==> src/rtl/fetch_stage.sv <==
// ============================================================================
//  Module   : fetch_stage
//  Purpose  : MIPS instruction-fetch front end: PC, IF/ID register, redirect,
//             halt-on-wrap and a saturating retired-fetch counter.
//  Revision : 1.0 - initial release
// ============================================================================
`default_nettype none

module fetch_stage #(
   parameter int ADDR_W       = 4,
   parameter int RESET_PC     = 0,
   parameter int HALT_ON_WRAP = 1,
   parameter int CNT_W        = 16
) (
   input  logic              clk,
   input  logic              rst,
   output logic [ADDR_W-1:0] imem_addr,
   input  logic [31:0]       imem_data,
   input  logic              stall,
   input  logic              flush,
   input  logic              redirect_valid,
   input  logic [ADDR_W-1:0] redirect_target,
   output logic [31:0]       if_id_instr,
   output logic [ADDR_W-1:0] if_id_pc,
   output logic              if_id_valid,
   output logic              halted,
   output logic [CNT_W-1:0]  fetch_count
);

   typedef enum logic [0:0] {
      S_RUN  = 1'b0,
      S_HALT = 1'b1
   } state_e;

   localparam logic [ADDR_W-1:0] c_RESET_PC = ADDR_W'(RESET_PC);

   state_e            state_q, state_d;
   logic [ADDR_W-1:0] pc_q, pc_d;
   logic [31:0]       instr_q, instr_d;
   logic [ADDR_W-1:0] ifpc_q, ifpc_d;
   logic              valid_q, valid_d;
   logic [CNT_W-1:0]  cnt_q, cnt_d;

   logic              w_wrap_halts;
   logic              w_at_top;
   logic [ADDR_W-1:0] w_pc_inc;

   generate
      if (HALT_ON_WRAP != 0) begin : g_wrap_halt
         assign w_wrap_halts = 1'b1;
      end else begin : g_wrap_cont
         assign w_wrap_halts = 1'b0;
      end
   endgenerate

   assign w_at_top = (pc_q == {ADDR_W{1'b1}});
   assign w_pc_inc = pc_q + 1'b1;

   always_comb begin
      state_d = state_q;
      pc_d    = pc_q;
      instr_d = instr_q;
      ifpc_d  = ifpc_q;
      valid_d = valid_q;
      cnt_d   = cnt_q;
      case (state_q)
         S_RUN: begin
            if (redirect_valid) begin
               // Word at the current PC is wrong-path: drop it.
               pc_d    = redirect_target;
               instr_d = '0;
               valid_d = 1'b0;
            end else if (flush) begin
               instr_d = '0;
               valid_d = 1'b0;
               pc_d    = w_pc_inc;
               if (w_at_top && w_wrap_halts) begin
                  state_d = S_HALT;
               end
            end else if (!stall) begin
               instr_d = imem_data;
               ifpc_d  = pc_q;
               valid_d = 1'b1;
               pc_d    = w_pc_inc;
               if (cnt_q != {CNT_W{1'b1}}) begin
                  cnt_d = cnt_q + 1'b1;
               end
               if (w_at_top && w_wrap_halts) begin
                  state_d = S_HALT;
               end
            end
         end
         S_HALT: begin
            // Only a redirect leaves HALT; stall and flush have no effect.
            instr_d = '0;
            valid_d = 1'b0;
            if (redirect_valid) begin
               pc_d    = redirect_target;
               state_d = S_RUN;
            end
         end
         default: begin
            state_d = S_RUN;
         end
      endcase
   end

   always_ff @(posedge clk) begin
      if (rst) begin
         state_q <= S_RUN;
         pc_q    <= c_RESET_PC;
         instr_q <= '0;
         ifpc_q  <= '0;
         valid_q <= 1'b0;
         cnt_q   <= '0;
      end else begin
         state_q <= state_d;
         pc_q    <= pc_d;
         instr_q <= instr_d;
         ifpc_q  <= ifpc_d;
         valid_q <= valid_d;
         cnt_q   <= cnt_d;
      end
   end

   assign imem_addr   = pc_q;
   assign if_id_instr = instr_q;
   assign if_id_pc    = ifpc_q;
   assign if_id_valid = valid_q;
   assign halted      = (state_q == S_HALT);
   assign fetch_count = cnt_q;

endmodule

`default_nettype wire

==> config.mk <==
export PLATFORM = sky130hd
export DESIGN_NAME = fetch_stage
export DESIGN_NICKNAME = d
export VERILOG_FILES = /design/src/rtl/fetch_stage.sv
export SDC_FILE = /design/constraint.sdc
export NUM_CORES = 1
export LEC_CHECK = 0
export CAP_MARGIN = 10
export CORE_AREA = 4 4 87 89
export CTS_CLUSTER_SIZE = 14
export DETAILED_ROUTE_END_ITERATION = 10
export DIE_AREA = 0 0 91 93
export PLACE_DENSITY = 0.72
export SETUP_SLACK_MARGIN = 0.5
export SYNTH_ARGS = -nofsm -noshare
export SYNTH_HDL_FRONTEND = slang
export SYNTH_SLANG_ARGS = --single-unit
==> constraint.sdc <==
create_clock -name clk -period 2.9 [get_ports clk]
set_input_delay 0.435 -clock clk [delete_from_list [all_inputs] [get_ports clk]]
set_output_delay 0.435 -clock clk [all_outputs]
set_load 0.05 [all_outputs]
==> results of run 1 <==
## placed cells by master, fill, tap and decap left out, types with 2 or more instances in the layout
cell type and count:
and2_1 2, nand3_1 6, ha_1 2, nor3_1 4, clkinv_2 3, xnor2_1 2, o41ai_1 2, clkbuf_8 11
or4_1 3, nand3b_1 2, nand2_1 13, or3_1 11, nor2_1 39, and4_1 2, inv_1 2, o21ai_0 14
buf_4 6, dfxtp_1 58, clkdlybuf4s50_1 97, nand4_1 7, a22oi_1 32, a21oi_1 19, a211oi_1 4
## state kept, by name, summed over array words and instances (netlist names)
name         count
if_id_valid      1
if_id_instr     32
halted           1
fetch_count     16
if_id_pc         4
imem_addr        4
## how the worst max path moves through the flow
stage,end,cells past startpoint
global placement,fetch_count[10],5
finish,halted,1
global route,halted,1
floorplan,fetch_count[2],6
detailed placement,fetch_count[10],5
CTS,halted,1
## report_power, final
group          total [mW]  switching, mW  internal [mW]
Sequential          0.825         0.0131          0.812
Clock               0.761          0.322          0.439
Combinational       0.208          0.114         0.0946
## layout make-up
cell class                      instances  area (µm²)
Timing Repair Buffer                  104        1020
Sequential cell                        58        1160
Clock inverter                          5        52.6
Clock buffer                           11         151
Inverter                                2        7.51
Fill cell                             655        3190
Tap cell                               80         100
Multi-Input combinational cell        180        1070
## through the flow
step	worst slack (ns)	total power, mW	hold WS [ns]
5_1_grt	0.568	1.88	0.478
4_1_cts	0.622	1.81	0.462
2_1_floorplan	0.570	0.947	0.511
6_report	0.639	1.79	0.460
3_5_place_dp	0.363	1.05	0.451
3_3_place_gp	0.416	1.05	0.449
## cells by family (layout without fill, tap and decap cells)
kind of cell / after synthesis / after routing
xor+xnor: 3 / 3
simple gates: 99 / 99
compound gates: 75 / 75
buf+inv: 18 / 122
fa+ha+maj: 2 / 2
flops: 58 / 58
mux: 1 / 1
## metal layers
metal,global-route usage,part of all wire,up-vias
met3,0.0813,0.093,2
met2,0.245,0.47,74
met5,0,0,-
li1,-,-,1145
met1,0.184,0.43,1096
met4,0.0490,0.0041,0
==> results_dict.tcl, run 1 <==
set metrics [dict create \
    post-cts-setup-buffers 0 \
    leakage_nw 1.20 \
    synth_most_common_cell "dfxtp_1" \
    irDropWorstVdd_mv 0.265 \
    period_share 0.780 \
    area_growth_pct 54.9 \
    path_class "flop to output pin" \
    nets 398 \
    fp.dieArea_um2 8460 \
    antenna_found_initial 0 \
    cts-resized-gates 0 \
    clock_latency_ns 0.33 \
    fin_crit_ns 2.26 \
    crit_chain "clkdlybuf4s50_1" \
    powerDensity_nw_per_um2 504 \
    reg2reg_slack_ns 0.84 \
    hp-class "flop to flop" \
    grt_pass1_vias 2192 \
    io_pins 99 \
    wirelength_um 6590 \
    fin_area_um2 3560 \
    start_util 0.341 \
    gr-total-overflow 0 \
    synth_edf_count 0 \
    grt_setup_unrepaired "no" \
    relSlewSlack 0.464 \
    syn_area_per_cell_um2 8.99 \
    r2r-end "fetch_count[10]" \
    die_height_um 93 \
    grt_max_degree 42 \
    syn_nets 299 \
    synth.area.top_cells "dfxtp_1 50%, a22oi_1 10%, nor2_1 6.4%" \
    synthXorXnorAreaFrac 0.0114 \
    clock_skew_ns 0.00439 \
    die_x_um 91 \
    outcome "finished clean" \
    vias_per_cell 5.27 \
    startpoint_type "flop" \
    fin_util 0.527 \
    hold_start "if_id_pc[1]" \
    placed_area_um2 3360 \
    htreeDepth 3 \
    first_pass_iters 6 \
    crit_start "halted" \
    core_um2 6760 \
    crit_path_end_kind "output pin" \
    root_buffer "clkbuf_8" \
    yosys_most_used_dff "dfxtp_1" \
    yosys.area.top_type "dfxtp_1" \
    n_antenna_cell 0 \
    io_buffers 98 \
    synth_top_area_frac 0.505 \
    netlist_area_um2 2300 \
    synth_commonest_cells "58 x dfxtp_1, 39 x nor2_1, 32 x a22oi_1" \
    fmaxAchievable_mhz 442 \
    route.detailed.drc 0 \
    seq_area_frac_synth 0.505 \
    path_buf_inv 1 \
    path_clk_slew_ns 0.07 \
    cts_sinks 58 \
    cpLargestDelayFamily "buffers and inverters" \
    drt-initial-drc-count 133 \
    drive_gt1_frac 0.0750 \
    synthDistinctLibCells 37 \
    synth_top_family_by_area "simple AND/OR/NAND/NOR gates" \
    vias 2317 \
    setup-tns-final_ns 0 \
    ctsHoldBuffers 0 \
    synth-adder-area-share 0.0109 \
    synth_compound_area_frac 0.210 \
    dp_hpwl_um 4490 \
    regToRegStartpoint "halted" \
    crit_arrival_ns 1.83 \
    grt_first_pass_wirelength_um 10700 \
    ys_ff_latch 58 \
    min_path_cells 2 \
    cpMaxStageDelayCell "clkdlybuf4s50_1" \
    maxCapViolations 0 \
    rows 30 \
    wl_per_cell_um 15.0 \
    numCtsBuffers 9 \
    cts_tree "yes" \
    reg2regPathDepth 4 \
    cp.required_ns 2.47 \
    final-setup-viol-count 0 \
    instances_no_fill 440 \
    ys_async_sr_fraction 0 \
    synthSimpleGateAreaFrac 0.226 \
    tightestPinTransition_ns 0.804 \
    cpPeakStageDelay_ns 0.91 \
    dp.cells 424 \
    grtUsageTotal 0.156 \
    ant_nets 0 \
    yosys_warnings 0 \
    drv_slew 0 \
    hold_viol 0 \
    muxShareOfSynthArea 0.00435 \
    gp_congestion 0.766 \
    netlist_instances 256 \
    path_max_fanout 10 \
    hold_end "if_id_pc[1]" \
    clk_path_buf_depth 2 \
]
(Power assumes the default switching activity.)
==> run 2: changes to the inputs <==
==> constraint.sdc (replaced) <==
create_clock -name clk -period 2.1 [get_ports clk]
set_input_delay 0.315 -clock clk [delete_from_list [all_inputs] [get_ports clk]]
set_output_delay 0.315 -clock clk [all_outputs]
set_load 0.05 [all_outputs]
==> results_dict.tcl, run 2 (synthesis results as in run 1) <==
set metrics [dict create \
    die_height_um 93 \
    fin_crit_ns 1.65 \
    crit_path_end_kind "flop" \
    start_util 0.341 \
    hold_viol 0 \
    numCtsBuffers 9 \
    clock_skew_ns 0.00507 \
    area_growth_pct 67.9 \
    crit_start "halted" \
    io_pins 99 \
    cts_tree "yes" \
    die_x_um 91 \
    root_buffer "clkbuf_8" \
    final-setup-viol-count 0 \
    first_pass_iters 4 \
    drt-initial-drc-count 102 \
    fp.dieArea_um2 8460 \
    final_cell_mix "47 x dlygate4sd2_1, 41 x dfxtp_1, 39 x nor2_1, 36 x clkdlybuf4s50_1, 32 x a22oi_1" \
    path_max_fanout 4 \
    comb_power_share 0.118 \
    vias 2451 \
    placed_area_um2 3520 \
    clock_latency_ns 0.34 \
    startpoint_type "flop" \
    p_int_mw 1.87 \
    largest_reg_flops 32 \
    fmaxAchievable_mhz 605 \
    setup_ws_ns 0.447 \
    grt_first_pass_wirelength_um 10900 \
    cp.required_ns 2.37 \
    pwr-share-seq 0.450 \
    nets 424 \
    outcome "finished clean" \
    dp_hpwl_um 4690 \
    cts_sinks 58 \
    pre_cts_slack_ns -0.158 \
    maxCapViolations 0 \
    leakage_nw 1.61 \
    power_mw 2.52 \
    irDropWorstVdd_mv 0.431 \
    crit_arrival_ns 1.92 \
    regToRegStartpoint "halted" \
    period_share 0.787 \
    num-fill-cells 611 \
    antenna_found_initial 0 \
    hp-class "input pin to flop" \
    drive_gt1_frac 0.220 \
    rows 30 \
    htreeDepth 3 \
    grt_max_degree 32 \
    power.share.clock 0.432 \
    layout_commonest_cell "dlygate4sd2_1" \
    multiInputGateArea_um2 1140 \
    wl_per_cell_um 14.9 \
    ctsHoldBuffers 0 \
    grt_pass1_vias 2431 \
    ant_nets 0 \
    path_class "flop to flop" \
    fin_area_um2 3860 \
    gp_congestion 0.754 \
    vias_per_cell 5.26 \
    regArea_um2 1200 \
    grtUsageTotal 0.159 \
    drv_slew 0 \
    core_um2 6760 \
    gr-total-overflow 0 \
    n_antenna_cell 0 \
    power_switching_mw 0.651 \
    route.detailed.drc 0 \
    powerDensity_nw_per_um2 651 \
    hold_start "flush" \
    wirelength_um 6930 \
    clk_path_buf_depth 2 \
    path_clk_slew_ns 0.07 \
    grt_setup_unrepaired "yes" \
    tightestPinTransition_ns 0.530 \
    io_buffers 98 \
    swShare 0.259 \
    relSlewSlack 0.648 \
]
==> run 2: changes by cell type in the layout (fill, tap and decap cells not counted), sizes merged <==
cell and delta:
clkdlybuf4s50 -61, buf +28, clkdlybuf4s15 +10, clkbuf +1, clkinvlp +1, dlygate4sd2 +47
==> run 2: metrics by stage <==
step,std cells,hold WS [ns],utilization,setup TNS [ns]
2_1_floorplan,256,0.384,-,0
3_3_place_gp,435,0.453,0.521,-0.303
3_5_place_dp,435,0.449,0.521,-0.654
4_1_cts,462,0.279,0.560,0
5_1_grt,466,0.300,0.572,0
6_report,466,0.286,0.572,0
==> run 2: final timing paths <==
kind                            slack (ns)               to  cells past startpoint
worst max register to register        0.45  fetch_count[10]                      4
worst max-delay path                  0.45  fetch_count[10]                      4
worst min register to register        0.46      if_id_pc[3]                      2
worst min-delay path                  0.29      if_id_valid                      3
==> run 2: final cells by class <==
class / count / area share
clock buffers: 10 / 0.0385
clock inverters: 6 / 0.0165
inverters: 2 / 0.00194
multi-input cells: 180 / 0.295
flip-flops and latches: 58 / 0.310
well taps: 80 / 0.0259
repair buffers: 130 / 0.312
==> run 2: critical path, stage by stage (launching register included) <==
cell	delay, ns
dfxtp_4	0.36
or4_4	0.45
or3_1	0.34
or3_1	0.31
a21oi_1	0.12
==> run 2: repair_timing <==
action / 4_1_cts / 5_1_grt
gates resized for setup: 86 / 23
gates cloned: 0 / 1
setup buffers: 11 / 3
pin swaps: 9 / 20
endpoints found under the setup margin: 73 / 21
==> run 2: power groups by stage <==
stage | combinational, mW | clock [mW] | sequential (mW)
4_1_cts | 0.296 | 1.11 | 1.14
5_1_grt | 0.316 | 1.14 | 1.13
3_3_place_gp | 0.297 | 0 | 1.16
6_report | 0.296 | 1.09 | 1.13
2_1_floorplan | 0.0762 | 0 | 1.23
3_5_place_dp | 0.301 | 0 | 1.16
==> run 2: per-layer routing <==
metal | track usage | up-vias | share of wire
li1 | - | 1197 | -
met5 | 0 | - | 0
met4 | 0.0678 | 0 | 0.015
met3 | 0.0805 | 11 | 0.11
met1 | 0.176 | 1160 | 0.40
met2 | 0.258 | 83 | 0.47
==> edit: new RTL, settings of run 2 <==
`CNT_W`: 16 -> 32.
--- a/src/rtl/fetch_stage.sv
+++ b/src/rtl/fetch_stage.sv
@@ -12,3 +12,3 @@
    parameter int HALT_ON_WRAP = 1,
-   parameter int CNT_W        = 16
+   parameter int CNT_W        = 32
 ) (
Ports: changed (resized fetch_count); port bits go from 99 to 115. The function was not compared with the original's and may differ.
==> edit against run 2 <==
Combinational power increased by 7.4%; first-iteration DRC count rose by 28%; power rose by 12%; count of clock-buffer cells in the layout grew 1; synthesized area up 37%; final area is 36% higher; sequential cell count is 16 higher; wire length is 49% higher; final cell count is 29% higher; sequential share of layout area fell by 1.7 points; setup slack lost 390 ps; critical path depth rose by 3; highest routed layer unchanged.
==> edit: results (changes against run 2) <==
- Largest net degree at the start of global routing: 33 (+3.1%)
- Initial antenna violation count: 0 (unchanged)
- Worst reg-to-reg path cell count: 7 (+3)
- Most instantiated cells after synthesis: 74 x dfxtp_1, 64 x nor2_1, 32 x a22oi_1
- Global-route wire length before repair: 16.14 mm (+48%)
- Synth Net Count: 400 (+34%)
- H-tree depth: 3 (unchanged)
- # port buffers: 114 (+16%)
- Share of post-route cells with drive strength above 1: 33.52% (+12 points)
- Asr flop ratio synth: 0% (unchanged)
- Max clock buf depth: 2 (unchanged)
- Synth Warn #: 0 (unchanged)
- Post-Place Setup Slack: -511.7 ps (-353.4 ps)
- HPWL Detailed: 6.397 mm (+36%)
- Worst min-delay path startpoint: rst
- Relative slew margins: 64.39% (-0.42 points)
- CTS buffer count: 9 (unchanged)
- Crit path max fanout: 5 (+1)
- GRT Total Usage: 23.50% (+7.6 points)
- Reg clk slew, reported paths: ~80 ps
- Vias in the first global route: 3383 (+39%)
- Clock Tree Root: clkbuf_8
- Hold path depth: 2 (-1)
- Max IR drop VDD: 0.3941 mV (-8.6%)
- Non-filler instance count after layout: 602 (+29%)
- Vias per std cell: 5.610 (+6.7%)
- Primary FF master, synth: dfxtp_1
- Crit path DAT: 2330 ps (+410 ps)
- Hold Path Sink: fetch_count[5]$_SDFFE_PP0P_
- Hold_ws: 201.6 ps (-84.74 ps)
- DR iter-0 viols: 131 (+28%)
- Internal Power: 2057 uW (+10%)
- Final antenna diode count: 0 (unchanged)
- Leakage: 0.002101 uW (+31%)
- 1st-pass router iterations: 5 (+1)
- Fin nets: 560 (+32%)
- Fin Clk Skew: 10.47 ps (+5.407 ps)
- Synth unique cells: 38 (+2.7%)
- Worst hold path class: input pin to flip-flop
- Synth top area cells: dfxtp_1 47%, a22oi_1 7.6%, nor2_1 7.6%
- FF-to-FF End: fetch_count[25]$_SDFFE_PP0P_
- Register area share after synthesis: 46.87% (-3.6 points)
- Worst-Skew Late Latency: ~350 ps
- Reg2reg setup slack: 50 ps (-390 ps)
- RR Startpoint: fetch_count[8]$_SDFFE_PP0P_
- Final WL: 10.28 mm (+49%)
- Avg Synthesized Cell Area: 8.853 sq um (-1.5%)
- RD Place Congestion: 0.8724 (+16%)
- Status: completed
-- edit: stage by stage --
| step | utilization [%] | cell area, sq um |
|---|---|---|
| floorplan | - | 3314 |
| global placement | 68.98 | 4661 |
| detailed placement | 68.98 | 4661 |
| CTS | 75.85 | 5125 |
| global route | 77.78 | 5255 |
| finish | 77.78 | 5255 |
-- edit: cells by family (layout without fill, tap and decap cells) --
kind of cell,Yosys count,in the layout,synth area share [%]
mux,7,7,2.454
xor+xnor,18,18,4.988
simple gates,157,157,25.34
flops,74,74,46.87
buf+inv,27,192,3.919
compound gates,72,72,15.64
fa+ha+maj,2,2,0.7916
-- edit: worst max path at each step --
stage	start	endpoint	slack, ps	depth (start not counted)
floorplan	halted$_SDFF_PP0_	fetch_count[17]$_SDFFE_PP0P_	-140	8
global placement	redirect_valid	fetch_count[31]$_SDFFE_PP0P_	-460	6
detailed placement	redirect_valid	fetch_count[25]$_SDFFE_PP0P_	-510	6
CTS	halted$_SDFF_PP0_	fetch_count[17]$_SDFFE_PP0P_	120	5
global route	halted$_SDFF_PP0_	fetch_count[31]$_SDFFE_PP0P_	-30	7
finish	fetch_count[8]$_SDFFE_PP0P_	fetch_count[25]$_SDFFE_PP0P_	50	7
-- edit: layout make-up --
class / count / area (sq um)
clock buffer: 11 / 151.4
clock inverter: 5 / 37.54
fill: 476 / 1501
inverter: 5 / 18.77
multi-input combinational: 256 / 1824
sequential: 74 / 1540
tap: 80 / 100.1
timing repair buffer: 171 / 1583
-- edit: per-layer routing --
metal	up-vias	global-route usage (%)	routed length (um)
li1	1598	-	-
met1	1606	27.54	4067
met2	142	38.69	4974
met3	31	8.608	914
met4	0	10.18	328
met5	-	0	0
-- edit: worst max-delay path, cell delays in order (launching register included) --
cell,delay (ps)
dfxtp_2,350
nand4_1,240
buf_4,230
nor2_1,290
nand4_1,220
buf_4,210
or3_1,320
a21oi_2,120
-- edit: repair_timing --
action | CTS | global route
gates cloned | 2 | 0
resized for setup | 135 | 65
hold buffers | 0 | 0
endpoints found under the setup margin | 105 | 73
setup buffers | 18 | 9
pin swaps | 31 | 21
-- edit: power by group through the flow --
stage	Combinational (uW)	Clock, uW	Sequential (uW)
finish	318	1070	1430
global placement	314	0	1470
floorplan	87.2	0	1540
detailed placement	316	0	1470
CTS	315	1080	1440
global route	341	1160	1440
